## src/rtl/emergency_preempt.sv

```systemverilog
// Siren-input conditioner for the north-south light: synchronizes and debounces the raw
// detector, issues a fixed-length emergency request, then enforces a cooldown.
module emergency_preempt #(
    parameter int SYNC_STAGES     = 2,
    parameter int DEBOUNCE_CYCLES = 4,
    parameter int HOLD_CYCLES     = 1,
    parameter int COOLDOWN_CYCLES = 36
) (
    input  logic       clk,
    input  logic       rst_n,
    input  logic       siren_raw,
    input  logic       clear_count,
    output logic       emergency,
    output logic       busy,
    output logic [7:0] preempt_count,
    output logic [1:0] dbg_state
);

    localparam int MAX_A = (DEBOUNCE_CYCLES > HOLD_CYCLES) ? DEBOUNCE_CYCLES : HOLD_CYCLES;
    localparam int MAX_C = (MAX_A > COOLDOWN_CYCLES) ? MAX_A : COOLDOWN_CYCLES;
    localparam int CW    = (MAX_C < 2) ? 1 : $clog2(MAX_C + 1);

    localparam logic [CW-1:0] D_LAST = CW'(DEBOUNCE_CYCLES - 1);
    localparam logic [CW-1:0] H_LAST = CW'(HOLD_CYCLES);
    localparam logic [CW-1:0] C_LAST = CW'(COOLDOWN_CYCLES);
    localparam logic [CW-1:0] CNT_ONE = CW'(1);

    typedef enum logic [1:0] {
        IDLE     = 2'd0,
        QUALIFY  = 2'd1,
        ASSERT   = 2'd2,
        COOLDOWN = 2'd3
    } state_t;

    logic [SYNC_STAGES-1:0] r_sync;
    state_t                 r_state;
    logic [CW-1:0]          r_cnt;
    logic                   r_emergency;
    logic                   r_busy;
    logic [7:0]             r_count;
    logic                   w_siren_s;
    logic                   w_fire;

    always_ff @(posedge clk or negedge rst_n) begin
        if (!rst_n) begin
            r_sync <= '0;
        end else begin
            r_sync <= {r_sync[SYNC_STAGES-2:0], siren_raw};
        end
    end

    assign w_siren_s = r_sync[SYNC_STAGES-1];

    // Qualification completes on the D-th consecutive high cycle; with D=1 that is cycle 0 itself.
    assign w_fire = w_siren_s &&
                    (((r_state == IDLE) && (DEBOUNCE_CYCLES == 1)) ||
                     ((r_state == QUALIFY) && (r_cnt == D_LAST)));

    always_ff @(posedge clk or negedge rst_n) begin
        if (!rst_n) begin
            r_state     <= IDLE;
            r_cnt       <= '0;
            r_emergency <= 1'b0;
            r_busy      <= 1'b0;
        end else if (w_fire) begin
            r_state     <= ASSERT;
            r_cnt       <= CNT_ONE;
            r_emergency <= 1'b1;
            r_busy      <= 1'b1;
        end else begin
            case (r_state)
                IDLE: begin
                    if (w_siren_s) begin
                        r_state <= QUALIFY;
                        r_cnt   <= CNT_ONE;
                    end
                end
                QUALIFY: begin
                    if (!w_siren_s) begin
                        r_state <= IDLE;
                        r_cnt   <= '0;
                    end else begin
                        r_cnt <= r_cnt + 1'b1;
                    end
                end
                ASSERT: begin
                    if (r_cnt == H_LAST) begin
                        r_emergency <= 1'b0;
                        if (COOLDOWN_CYCLES == 0) begin
                            r_state <= IDLE;
                            r_cnt   <= '0;
                            r_busy  <= 1'b0;
                        end else begin
                            r_state <= COOLDOWN;
                            r_cnt   <= CNT_ONE;
                        end
                    end else begin
                        r_cnt <= r_cnt + 1'b1;
                    end
                end
                COOLDOWN: begin
                    if (r_cnt == C_LAST) begin
                        r_state <= IDLE;
                        r_cnt   <= '0;
                        r_busy  <= 1'b0;
                    end else begin
                        r_cnt <= r_cnt + 1'b1;
                    end
                end
                default: begin
                    r_state     <= IDLE;
                    r_cnt       <= '0;
                    r_emergency <= 1'b0;
                    r_busy      <= 1'b0;
                end
            endcase
        end
    end

    // A clear on the same edge as an event leaves that event counted.
    always_ff @(posedge clk or negedge rst_n) begin
        if (!rst_n) begin
            r_count <= 8'd0;
        end else if (clear_count) begin
            r_count <= w_fire ? 8'd1 : 8'd0;
        end else if (w_fire && (r_count != 8'hFF)) begin
            r_count <= r_count + 8'd1;
        end
    end

    assign emergency     = r_emergency;
    assign busy          = r_busy;
    assign preempt_count = r_count;
    assign dbg_state     = r_state;

endmodule

```

## config.mk

```make
export PLATFORM = sky130hd
export DESIGN_NAME = emergency_preempt
export DESIGN_NICKNAME = d
export VERILOG_FILES = /design/src/rtl/emergency_preempt.sv
export SDC_FILE = /design/constraint.sdc
export NUM_CORES = 1
export LEC_CHECK = 0
export CAP_MARGIN = 20
export CORE_MARGIN = 2
export CORE_UTILIZATION = 39
export CTS_CLUSTER_SIZE = 25
export DETAILED_ROUTE_END_ITERATION = 8
export GPL_TIMING_DRIVEN = 0
export REMOVE_ABC_BUFFERS = 1
export SYNTH_ARGS = -nofsm -noshare
export SYNTH_HDL_FRONTEND = slang
export SYNTH_SLANG_ARGS = --single-unit
```

## constraint.sdc

```tcl
create_clock -name clk -period 2 [get_ports clk]
set_clock_uncertainty 0.05 [all_clocks]
set_input_delay 0.5 -clock clk [delete_from_list [all_inputs] [get_ports clk]]
set_output_delay 0.5 -clock clk [all_outputs]
set_load 0.1 [all_outputs]
```

== Yosys cells after proc, flatten, opt, wreduce, memory -nomap -nowiden ==
Index checks and enable logic that the tools add are counted.

* Add/sub/neg operators: 2
* Equality and inequality tests: 11
* Mux-type cells: 21
* Reductions and logical operators: 12

{| class="wikitable"
|+ Operators by type and width
! cell !! count
|-
| $mux 6 || 5
|-
| $pmux 6 s4 || 1
|-
| $mux 8 || 2
|-
| $ne 3x3->1 const B || 4
|-
| $mux 2 || 5
|-
| $reduce_bool 2->1 || 5
|-
| $add 8x1->8 const B || 1
|-
| $ne 8x8->1 const B || 1
|-
| $pmux 2 s4 || 1
|-
| $mux 1 || 7
|-
| $add 6x1->6 const B || 1
|-
| $eq 6x1->1 const B || 1
|-
| $eq 6x2->1 const B || 1
|-
| $eq 6x6->1 const B || 1
|-
| $eq 2x2->1 const B || 2
|-
| $reduce_and 2->1 || 2
|-
| $reduce_and 4->1 || 1
|-
| $logic_and 1x1->1 || 3
|-
| $eq 2x1->1 const B || 1
|-
| $logic_not 2->1 || 1
|}

* Register bits after elaboration: 20
* Output and inout port bits: 12
* Logic and storage cells: 52

== Depth between registers and ports, before layout ==
Gate-level depths: netlist of the first run.

* Depth in word-level cells: 6
* Mapped depth: 7
* Gate-level depth less buffers: 6

== Worst setup path before layout of the first run ==
OpenSTA, ideal clock, no wires.

* Path type: reg-to-reg
* Start: register r_state[0], in the netlist dbg_state[0]
* End: register r_state[0], in the netlist dbg_state[0]
* Setup time: 0.125 ns
* Data arrival time: 2.130 ns
* Slack: -0.304 ns
* Stages on the path, launching flop included: 5
* Path buffers: 1
* Period minus slack after synthesis: 2.304 ns
* Path through: dfrtp_1 clkbuf_1 nand3_1 a32oi_4 mux2_2

* Longest elaborated chain between the ends: 5
* Elaborated cells between the ends (all ways): 13
* Classes of those cells: eq/ne (7); mux (2); reduce/logical (4)

{| class="wikitable"
|+ Ends and longest elaborated chain
! item !! line !! text
|-
| start, declared || 36 || <nowiki>state_t r_state;</nowiki>
|-
| start signal, assigned || 61 || <nowiki>r_state <= IDLE;</nowiki>
|-
| start signal, assigned || 66 || <nowiki>r_state <= ASSERT;</nowiki>
|-
| start signal, assigned || 74 || <nowiki>r_state <= QUALIFY;</nowiki>
|-
| $eq 2x1->1 || 57, 71 ||
|-
| $logic_and 1x1->1 || 57 || <nowiki>((r_state == QUALIFY) && (r_cnt == D_LAST)));</nowiki>
|-
| $logic_and 1x1->1 || 55 || <nowiki>assign w_fire = w_siren_s &&</nowiki>
|-
| $ne 3x3->1 (no line) || -- ||
|-
| $reduce_and 4->1 (no line) || -- ||
|}

Parallel ways exist; a longest one is shown, timed or not.
A chain may end at the register's enable or synchronous reset.

== Worst setup path after layout of the first run ==
* Start: register r_state[1], in the netlist dbg_state[1]
* End: output dbg_state[1]

{| class="wikitable"
|+ RTL lines
! item !! line !! text
|-
| end, declared || 16 || <nowiki>output logic [1:0] dbg_state</nowiki>
|}

No word-level cell between the ends.

==> results.txt, run 1 <==
----------------------------------------------------
[Outcome]
  Result of the run ... finished clean

[Global route]
  GR met2 Demand/Resource ... 23.32%
  M1 GR Usage ... 19.80%
  Global routing usage summed across all routing layers ... 14.61%
  First-pass GRT wire length ... 3.705 mm
  Met3 track demand over resource ... 2.304%
  Number of antenna violations at the first check in global routing ... 0
  Number of global-route vias before repair ... 812
  Largest net degree at the start of global routing ... 21
  Aggregate global routing overflow ... 0
  Most utilized layer in the global route result ... met2

[Synth]
  Instance count of the mapped netlist ... 115
  Async S/R FF share, synth ... 100.0%
  Number of distinct library cell variants in the gate-level netlist after synthesis ... 36
  Netlist Area Pre-Place ... 1092 µm²
  Number of synthesized flops with an enable pin ... 0
  Count of state elements after synthesis ... 20
  Most frequently used flop master after synthesis ... dfrtp_1
  Ys Warns ... 0
  Post-Syn Area per Cell ... 9.498 µm²
  Register area share after synthesis ... 45.82%

[STA]
  Min Clock Period, post-route ... 1920 ps
  Highest clock frequency the design can meet ... 520.8 MHz
  Worst hold slack across all endpoints ... 318.5 ps
  Final count of negative-setup-slack endpoints ... 0
  Max-slew headroom ... 38.80%
  Final Max Tran Viols ... 0
  Final period util ... 96.00%
  Fin Setup TNS ... 0 ps
  Hold Violations, Final ... 0
  Worst-margin pin slew ... 915.1 ps

[Die]
  Die boundary height ... 56.92 µm
  Total Die Area ... 3240 µm²
  Starting Density ... 40.30%
  Placeable Area ... 2710 µm²
  I/O pins ... 16
  Die X-Extent ... 56.92 µm
  Cell Rows ... 19

[Power and ir drop]
  Overall power ... 0.001765 W
  Power Dens Cells ... 1306 nW/µm²
  Maximum ir drop on the vdd rail ... 1.331 mV
  Leakage component of the power ... 0.6216 nW

[Detailed routing]
  Final ANT Viol Nets ... 0
  Vias ... 878
  1st-pass router iterations ... 4
  Vias per cell ... 5.420
  DRC errors left ... 0
  Wirelength per Cell ... 13.30 µm
  Number of DRC markers in iteration 0 ... 19
  Aggregate routed wire length ... 2.154 mm

[Finish]
  Area grow syn2layout ... 23.71%
  Final net count ... 140
  Final non-filler cell total ... 162
  Final Core Density ... 49.86%
  Total area of sequential cells ... 503.0 µm²
  Most common cell after layout, fill and taps aside ... dfrtp_1
  Multi-input combinational cell area ... 574.3 µm²
  Number of fillers in the final layout ... 250
  Share of cells above drive strength 1 ... 22.14%
  Most frequent cells in the layout ... dfrtp_1, nand2_1, nor2_1, nand3_1, clkdlybuf4s15_2
  Antenna diode count ... 0

[Setup path]
  Crit end category ... output port
  Slowest CP cell ... dfrtp_1
  Arr. time, crit path ... 1370 ps
  Maximum fanout along the worst path ... 10
  RR Endpoint ... r_cnt[3]
  Crit path max-delay family ... flip-flops
  Crit Path Class ... reg2out
  Delay of the slowest cell on the worst path ... 570 ps
  WP data required ... 1450 ps
  Crit path buffers/inverters ... 1
  Setup slack of the most critical reg-to-reg path ... 130 ps
  Path depth of the worst reg2reg path ... 5
  Startpoint kind of the worst setup timing path ... flop
  Worst-path cell chain ... buf_2
  Origin of the critical flop-to-flop path ... r_cnt[4]

[Place]
  Final weighted congestion of routability-driven global placement ... 0.7279
  Post-detail-place hpwl ... 1.497 mm
  Buffers added on ports ... 15
  Placed instance count ... 157

[Clocking]
  # H-tree levels ... 1
  CTS sink count ... 20
  Master cell of the clock root buffer ... clkbuf_4
  Skew-Pair Late Insertion Delay ... 290 ps
  Inserted Clock Buffers ... 3
  Clk buf depth ... 2
  CTS tree ... yes
  Clock-pin slew reported for the worst setup and hold paths after clock tree synthesis ... 120 ps

[Worst hold path]
  Worst Hold Class ... reg2reg
  Worst Hold Path Cells ... 0
  Worst hold start ... r_sync[0]
  End point of the worst hold path ... r_sync[1]

[Flow run]
  Number of max-cap violations ... 0

----------------------------------------------------
[cell type report]
type,count,share of cell area [%]
inverters,6,1.667
multi-input cells,85,42.50
flip-flops and latches,20,37.22
clock buffers,3,1.667
clock inverters,1,2.222
well taps,31,2.870
repair buffers,16,11.85
[worst reg2reg max path, cell delays in order (launching register included)]
cell and delay [ps]:
dfrtp_1 460, and4bb_2 360, nand3_2 140, a32oi_4 390, nor3_1 90, a211o_1 270
[timing repair]
action | CTS | global route
setup buffers | 0 | 1
pin swaps | 0 | 2
hold endpoints to repair | 0 | 0
resized for setup | 41 | 4
hold buffers | 0 | 0
endpoints found under the setup margin | 15 | 5
[worst max path at each step]
stage,start,endpoint,slack (ps),cells past startpoint
final,dbg_state[1],dbg_state[1],80,1
after global routing,dbg_state[0],dbg_state[0],-10,1
after CTS,r_cnt[2],r_cnt[3],20,5
after detailed placement,dbg_state[1],dbg_state[1],-290,1
after global placement,dbg_state[1],dbg_state[1],-260,1
after floorplan,dbg_state[0],dbg_state[0],-290,3
[metrics by stage]
stage / worst slack [ps] / instance area (µm²)
floorplan: -293.6 / 1075
global placement: -264.4 / 1264
detailed placement: -285.5 / 1264
CTS: 23.35 / 1328
global route: -9.773 / 1351
finish: 79.94 / 1351
[synth_stat cells (2+ instances only)]
master / instances / share of area, %
and3_1: 4 / 2.3
or2_2: 2 / 1.1
nand2_1: 12 / 4.1
nor3_1: 4 / 1.8
xor2_1: 5 / 4.0
buf_2: 2 / 0.92
dfrtp_1: 20 / 46
a211o_1: 2 / 1.6
inv_1: 6 / 2.1
a21o_1: 2 / 1.4
nand3_1: 11 / 5.0
nand4_1: 2 / 1.1
nor2_1: 12 / 4.1
a21oi_1: 4 / 1.8
ha_1: 4 / 4.6
o21ai_0: 3 / 1.4
[metal layers]
| metal | wire length [µm] | share of wire, % |
|---|---|---|
| met1 | 1045 | 49 |
| met5 | 0 | 0 |
| met3 | 80 | 3.7 |
| met2 | 1007 | 47 |
| met4 | 21 | 0.97 |
[power by group]
group	internal [W]	total (W)	switching [W]	leakage, nW
Clock	0.000202	0.000325	0.000123	0.0279
Sequential	0.000477	0.000610	0.000133	0.260
Combinational	0.000271	0.000829	0.000559	0.334
[state kept, by name, summed over array words and instances (netlist names)]
register / cells
preempt_count: 8
emergency: 1
r_sync: 2
r_cnt: 6
dbg_state: 2
busy: 1
[logic make-up after synthesis]
| group | count (synthesis) | share of synthesized area [%] |
|---|---|---|
| and+or+nand+nor | 56 | 27.03 |
| DFF | 20 | 45.82 |
| AOI/OAI and AO/OA | 18 | 12.95 |
| buffers and inverters | 10 | 3.665 |
| xor gates and xnor gates | 5 | 4.009 |
| adders and majority gates | 4 | 4.582 |
| muxes | 2 | 1.947 |
No activity file was read; power rests on OpenSTA's default activity.
==> run 2: changes to the inputs <==
PLACE_DENSITY = 0.64   (was unset)
==> results.txt, run 2 (synthesis results as in run 1) <==
----------------------------------------------------
[Setup path]
  Slowest CP cell ... dfrtp_1
  Origin of the worst setup path ... dbg_state[1]
  Worst-path cell chain ... buf_2
  Arr. time, crit path ... 1350 ps (-20 ps)
  Crit path max-delay family ... flip-flops
  Delay of the slowest cell on the worst path ... 550 ps (-20 ps)
  Startpoint kind of the worst setup timing path ... flop
  Crit Path Class ... reg2out
  Crit end category ... output port
  WP data required ... 1450 ps (about the same)
  Maximum fanout along the worst path ... 10 (unchanged)
  Setup slack of the most critical reg-to-reg path ... 110 ps (-20 ps)
  Setup crit end ... dbg_state[1]
  Path depth of the worst reg2reg path ... 5 (unchanged)
  Origin of the critical flop-to-flop path ... r_cnt[5]
  Levels on crit path ... 1 (unchanged)
  Crit path buffers/inverters ... 1 (unchanged)
  RR Endpoint ... dbg_state[0]

[Outcome]
  Result of the run ... finished clean

[Clocking]
  Inserted Clock Buffers ... 3 (unchanged)
  Clock-pin slew reported for the worst setup and hold paths after clock tree synthesis ... 120 ps (about the same)
  Master cell of the clock root buffer ... clkbuf_4
  CTS tree ... yes
  Skew-Pair Late Insertion Delay ... 300 ps (about the same)
  # H-tree levels ... 1 (unchanged)
  CTS sink count ... 20 (unchanged)
  Clk buf depth ... 2 (unchanged)

[Finish]
  Most frequent cells in the layout ... dfrtp_1, nand2_1, nor2_1, nand3_1, clkdlybuf4s15_2
  Most common cell after layout, fill and taps aside ... dfrtp_1
  Share of cells above drive strength 1 ... 22.90% (+0.76 points)
  Number of flip-flops under the largest register name ... 8 (unchanged)
  Final non-filler cell total ... 162 (unchanged)
  Multi-input combinational cell area ... 574.3 µm² (unchanged)
  Area grow syn2layout ... 22.57%
  Antenna diode count ... 0 (unchanged)
  Total area of sequential cells ... 504.2 µm² (+0.25%)
  Number of fillers in the final layout ... 256 (+2.4%)
  Final net count ... 140 (unchanged)

[STA]
  Min Clock Period, post-route ... 1900 ps (-19.62 ps)
  Max-slew headroom ... 38.23% (-0.58 points)
  Worst hold slack across all endpoints ... 321.0 ps (+2.534 ps)
  Final Max Tran Viols ... 0 (unchanged)
  Final period util ... 95.02% (-0.98 points)
  RSZ-0062 raised after global routing ... no
  Final count of negative-setup-slack endpoints ... 0 (unchanged)
  Final Worst Setup Slack ... 99.57 ps (+19.62 ps)
  Worst-margin pin slew ... 923.7 ps (+8.615 ps)
  Highest clock frequency the design can meet ... 526.2 MHz (+1.0%)
  Hold Violations, Final ... 0 (unchanged)

[Die]
  Die X-Extent ... 56.92 µm (unchanged)
  I/O pins ... 16 (unchanged)
  Total Die Area ... 3240 µm² (unchanged)
  Starting Density ... 40.30% (unchanged)
  Die boundary height ... 56.92 µm (unchanged)
  Cell Rows ... 19 (unchanged)
  Placeable Area ... 2710 µm² (unchanged)

[Detailed routing]
  Number of DRC markers in iteration 0 ... 33 (+14)
  Wirelength per Cell ... 14.15 µm (+6.5%)
  Aggregate routed wire length ... 2.293 mm (+6.5%)
  1st-pass router iterations ... 4 (unchanged)
  Vias ... 887 (+1.0%)
  Final ANT Viol Nets ... 0 (unchanged)
  DRC errors left ... 0 (unchanged)
  Vias per cell ... 5.475 (+1.0%)

[Global route]
  Global routing usage summed across all routing layers ... 16.18% (+1.6 points)
  Largest net degree at the start of global routing ... 21 (unchanged)
  Number of antenna violations at the first check in global routing ... 0 (unchanged)
  First-pass GRT wire length ... 4.098 mm (+11%)
  Number of global-route vias before repair ... 934 (+15%)
  Aggregate global routing overflow ... 0 (unchanged)

[Power and ir drop]
  Switching power ... 0.0008223 W (+0.95%)
  Fraction of power consumed by the clock network ... 14.0% (-4.4 points)
  Design internal power ... 0.0008645 W (-9.0%)
  Maximum ir drop on the vdd rail ... 0.8019 mV (-40%)
  Power Dens Cells ... 1260 nW/µm² (-3.5%)
  Combinational share of power ... 49.8% (+2.8 points)
  Leakage component of the power ... 0.6134 nW (-1.3%)
  Proportion of total power due to net switching ... 48.75% (+2.6 points)
  Reg power frac ... 36.2% (+1.6 points)

[Place]
  Post-detail-place hpwl ... 1.557 mm (+4.0%)
  Worst setup slack after placement ... -281.3 ps (+4.200 ps)
  Buffers added on ports ... 15 (unchanged)
  Placed instance count ... 157 (unchanged)
  Final weighted congestion of routability-driven global placement ... 0.7920 (+8.8%)

[Flow run]
  Number of max-cap violations ... 0 (unchanged)

[Worst hold path]
  Worst Hold Class ... reg2reg

----------------------------------------------------
## run 2: changes by cell type in the layout (fill, tap and decap cells not counted), sizes merged
cell    change
bufinv      -1
buf         -1
clkbuf      +2
## run 2: power groups by stage
stage,sequential (W),clock (W),combinational [W]
4_1_cts,0.000603,0.000251,0.000811
5_1_grt,0.000632,0.000265,0.000903
2_1_floorplan,0.000887,0,0.000347
3_5_place_dp,0.000609,0,0.000823
3_3_place_gp,0.000605,0,0.000801
6_report,0.000611,0.000236,0.000839
## run 2: layout make-up
| cell class | count | area share [%] |
|---|---|---|
| well taps | 31 | 2.897 |
| multi-input cells | 85 | 42.90 |
| inverters | 6 | 1.682 |
| repair buffers | 16 | 12.15 |
| flip-flops and latches | 20 | 37.66 |
| clock buffers | 4 | 2.710 |
## run 2: repair_timing
item                                    in CTS  in global routing
buffers inserted                             0                  1
endpoints found under the setup margin      15                  3
pin swaps                                    0                  2
gates cloned                                 0                  0
resized for setup                           41                  6
hold buffers                                 0                  0
## run 2: per-stage QoR
stage / power, W / TNS (ps) / util (%) / cell area, µm²
floorplan: 0.001234 / -2475 / - / 1075
global placement: 0.001406 / -1225 / 46.63 / 1264
finish: 0.001687 / 0 / 49.40 / 1339
detailed placement: 0.001432 / -1374 / 46.63 / 1264
global route: 0.001800 / 0 / 49.40 / 1339
CTS: 0.001665 / 0 / 48.38 / 1311
## run 2: routing by layer
| layer | routed length (µm) | track usage (%) | part of all wire (%) | vias to the layer above |
|---|---|---|---|---|
| met4 | 13 | 6.645 | 0.57 | 0 |
| met3 | 81 | 2.535 | 3.5 | 2 |
| met5 | 0 | 0 | 0 | - |
| li1 | - | - | - | 435 |
| met2 | 1149 | 27.26 | 50 | 21 |
| met1 | 1049 | 20.64 | 46 | 429 |
## run 2: worst min path at each step
stage               startpoint         to  depth (start not counted)
floorplan                rst_n       busy                          0
global placement     r_sync[0]  r_sync[1]                          0
detailed placement   r_sync[0]  r_sync[1]                          0
CTS                  r_sync[0]  r_sync[1]                          0
global route         r_sync[0]  r_sync[1]                          0
finish               r_sync[0]  r_sync[1]                          0
